===== src/rtl/mult_share_ctrl.sv =====
// mult_share_ctrl: round-robin shared shift-add 3x4 multiplier built on one 4-bit ripple-carry adder
module mult_share_ctrl (
  input  logic       clk,
  input  logic       rst,
  input  logic       req0,
  input  logic [2:0] a0,
  input  logic [3:0] b0,
  input  logic       req1,
  input  logic [2:0] a1,
  input  logic [3:0] b1,
  output logic       gnt0,
  output logic       gnt1,
  output logic       busy,
  output logic       done,
  output logic       done_id,
  output logic [6:0] mul
);
  typedef enum logic [2:0] {IDLE, ADD0, ADD1, ADD2, DONE} state_t;
  state_t state, state_nxt;
  logic       pri, id, sel;
  logic [2:0] a;
  logic [3:0] b, win, sum;
  logic [4:0] cy;
  logic [6:0] acc, acc_nxt;
  logic [1:0] step;
  assign sel  = (req0 & req1) ? pri : req1;
  assign busy = state != IDLE;
  assign done = state == DONE;
  always_comb begin
    state_nxt = state;
    gnt0 = 1'b0;
    gnt1 = 1'b0;
    case (state)
      IDLE: if (!rst && (req0 | req1)) begin
        gnt0 = ~sel;
        gnt1 = sel;
        state_nxt = ADD0;
      end
      ADD0:    state_nxt = ADD1;
      ADD1:    state_nxt = ADD2;
      ADD2:    state_nxt = DONE;
      default: state_nxt = IDLE;
    endcase
  end
  assign step = state == ADD1 ? 2'd1 : state == ADD2 ? 2'd2 : 2'd0;
  // bits above the adder window are always zero here, so the carry lands directly at bit step+4
  assign win   = 4'(acc >> step);
  assign cy[0] = 1'b0;
  for (genvar i = 0; i < 4; i++) begin : g_fa
    assign sum[i]  = win[i] ^ b[i] ^ cy[i];
    assign cy[i+1] = (win[i] & b[i]) | (cy[i] & (win[i] ^ b[i]));
  end
  assign acc_nxt = a[step] ? (acc & ~(7'h7f << step)) | (7'({cy[4], sum}) << step) : acc;
  always_ff @(posedge clk) begin
    if (rst) begin
      state   <= IDLE;
      pri     <= 1'b0;
      id      <= 1'b0;
      a       <= '0;
      b       <= '0;
      acc     <= '0;
      mul     <= '0;
      done_id <= 1'b0;
    end else begin
      state <= state_nxt;
      if (gnt0 | gnt1) begin
        a   <= sel ? a1 : a0;
        b   <= sel ? b1 : b0;
        id  <= sel;
        pri <= ~sel;
        acc <= '0;
      end else if (state inside {ADD0, ADD1, ADD2}) begin
        acc <= acc_nxt;
      end
      if (state == ADD2) begin
        mul     <= acc_nxt;
        done_id <= id;
      end
    end
  end
endmodule


===== config.mk =====
export PLATFORM = sky130hd
export DESIGN_NAME = mult_share_ctrl
export DESIGN_NICKNAME = d
export VERILOG_FILES = /design/src/rtl/mult_share_ctrl.sv
export SDC_FILE = /design/constraint.sdc
export NUM_CORES = 1
export LEC_CHECK = 0
export CAP_MARGIN = 20
export CELL_PAD_IN_SITES_DETAIL_PLACEMENT = 2
export CELL_PAD_IN_SITES_GLOBAL_PLACEMENT = 2
export CORE_MARGIN = 2
export CORE_UTILIZATION = 30
export CTS_CLUSTER_SIZE = 14
export DETAILED_ROUTE_END_ITERATION = 16
export PLACE_DENSITY = 0.81
export SYNTH_ARGS = -nofsm -noshare
export SYNTH_HDL_FRONTEND = slang
export SYNTH_SLANG_ARGS = --single-unit

===== constraint.sdc =====
create_clock -name clk -period 3.8 [get_ports clk]
set_input_delay 0.76 -clock clk [delete_from_list [all_inputs] [get_ports clk]]
set_output_delay 0.76 -clock clk [all_outputs]
set_load 0.02 [all_outputs]

==> impl_metrics.toml <==
[synth]
synth_xor_xnor_area_share_pct = 0.620
synth_compound_area_share_pct = 20.1
synthFlopType = "dfxtp_1"
synth_top_family_by_area = "compound AO/OA/AOI/OAI gates"
ys_warn_count = 0
syn_inst = 155
synth_edf_count = 0
synth_fp_nets = 177
synth_fa_ha_area_share_pct = 5.14
ys_async_sr_fraction_pct = 0
synth_top_cell_by_area = "dfxtp_1"
yosys.area.top_type_share_pct = 38.3
synth-simple-area-share_pct = 17.9
yosysUniqueCellTypes = 36
synth_area_per_cell_sq_um = 9.11
yosys-top-cells-area = "dfxtp_1 38%, mux2i_1 8.5%, a21oi_1 5.0%"
netlist_area_sq_um = 1410
synthMuxAreaShare_pct = 10.9
yosysSeqAreaShare_pct = 38.3
ys_seq_elements = 27

[clock_network]
clk_pin_slew_ns = 0.09
clk_path_buf_depth = 2
cts.repair.resized = 0
cts_tree = "built"
insertion_delay_ns = 0.28
cts_buffers = 3
hold_buffers = 0
postCtsSetupBuffers = 0
clock_sinks = 27
htreeDepth = 1
cts_root_buf = "clkbuf_8"

[worst_setup_path]
startpoint = "rst"
worstSetupPathType = "in2out"
required_ns = 3.04
r2r-start = "state[0]$_SDFFE_PP0P_"
end_kind = "primary output"
path_max_fanout = 10
r2r_cells = 12
start_kind = "input pin"
cp.arrival_ns = 2.51

[placement]
portBuffers = 29
place_ws_ns = 0.510
dpl.hpwl_microns = 3170
place_area_sq_um = 1750
place_inst = 231
gp_congestion = 0.794

[timing]
hold_viol = 0
final.setup.worst_slack_ns = 0.529
tightest_slew_ns = 0.629
hold_ws_ns = 0.468
fin_skew_ns = 0.00697
relSlewSlack_pct = 58.1
report.final.slew_viol_count = 0
finalCritPeriodShare_pct = 86.1
setup_viol = 0
rsz0062_at_grt = "false"
period_needed_ns = 3.27
max_freq_mhz = 306
fin_tns_setup_ns = 0

[global_route]
grt_pass1_wl_microns = 7040
antenna_found_initial = 0
grt_overflow = 0
grt_pass1_vias = 1446
grt_max_degree = 17
grt_use_total_pct = 17.1

[finish]
final_common_cell = "clkdlybuf4s50_1"
area_growth_pct = 27.2
finalNonFillerCells = 235
final_cell_mix = "29 x clkdlybuf4s50_1, 27 x dfxtp_1, 18 x nor2_1"
nFillCells = 500
n_antenna_cell = 0
fin_util_pct = 40.4
final_cell_area_sq_um = 1800
nNetsFinal = 206
drive_gt1_share_pct = 10.4

[drt]
drtAntennaViolNets = 0
first_iter_violations = 60
avgViaCountPerCell = 5.37
drcViolationCount = 0
wirelength_microns = 4060
firstDrtPassIters = 4
vias = 1263
wl_per_cell_microns = 17.3

[outcome]
status = "complete, no violations"

[hold_path]
min_path_cells = 2
worstHoldStart = "id$_SDFFE_PP0P_"
min_path_type = "reg2reg"

[flow_run]
drv_cap = 0

[die]
ioPinCount = 30
die_h_microns = 72.6
start_util_pct = 31.8
rows = 24
dieArea_sq_um = 5270
core-area_sq_um = 4440
die_x_microns = 72.6

[power_and_ir_drop]
ir_drop_mv = 0.129
power_mw = 0.688
power.leakage_nw = 0.637
power_density_nw_per_um2 = 383
-- synth_stat cells (all sizes together), types with 2 or more instances --
| cell | n |
|---|---|
| a211oi | 5 |
| a21oi | 14 |
| a222oi | 7 |
| buf | 9 |
| clkbuf | 2 |
| dfxtp | 27 |
| fa | 3 |
| inv | 10 |
| mux2 | 3 |
| mux2i | 12 |
| nand2 | 6 |
| nand2b | 2 |
| nand3b | 4 |
| nand4 | 2 |
| nor2 | 19 |
| nor3 | 3 |
| nor3b | 2 |
| nor4 | 2 |
| o21ai | 8 |
| o221ai | 3 |
| or3 | 3 |
-- final cells by class --
type                            count  area (sq um)  share of cell area [%]
Sequential cell                    27           541                    30.1
Clock buffer                        3          41.3                    2.30
Timing Repair Buffer               35           335                    18.7
Multi-Input combinational cell    107           772                    43.0
Clock inverter                      1          5.00                   0.279
Tap cell                           52          65.1                    3.62
Inverter                           10          37.5                    2.09
-- routing by layer --
metal	vias to the layer above	GRT usage, %	part of all wire (%)	wire [microns]
li1	618	-	-	-
met1	614	22.7	46	1880
met2	26	29.6	50	2020
met3	5	2.07	2.7	111
met4	0	4.32	1.1	44
met5	-	0	0	0
-- worst paths after layout --
path	end	slack, ns
max reg2reg	acc[4]$_SDFFE_PP0P_	0.74
max	gnt1	0.53
min reg2reg	done_id$_SDFFE_PP0N_	0.47
min	done_id$_SDFFE_PP0N_	0.47
-- cell families after synthesis --
| group | Yosys count |
|---|---|
| AOI/OAI and AO/OA | 41 |
| xor gates and xnor gates | 1 |
| adders and majority gates | 4 |
| buffers and inverters | 21 |
| DFF | 27 |
| muxes | 15 |
| and+or+nand+nor | 46 |
-- power breakdown --
group	switching (mW)	leakage, nW	internal [mW]
logic	0.106	0.391	0.0920
clock network	0.0945	0.0255	0.0737
registers	0.0191	0.220	0.303
-- state kept, by name, summed over array words and instances, names as in the netlist --
name     flops
pri          1
done_id      1
a            3
state        3
id           1
mul          7
acc          7
b            4
-- worst max-delay path, cell delays in order --
cell	delay, ns
clkdlybuf4s50_1	0.46
nor4_4	0.21
and3_1	0.40
clkdlybuf4s50_1	0.67
Note: power is estimated with default switching activity, not from simulation.
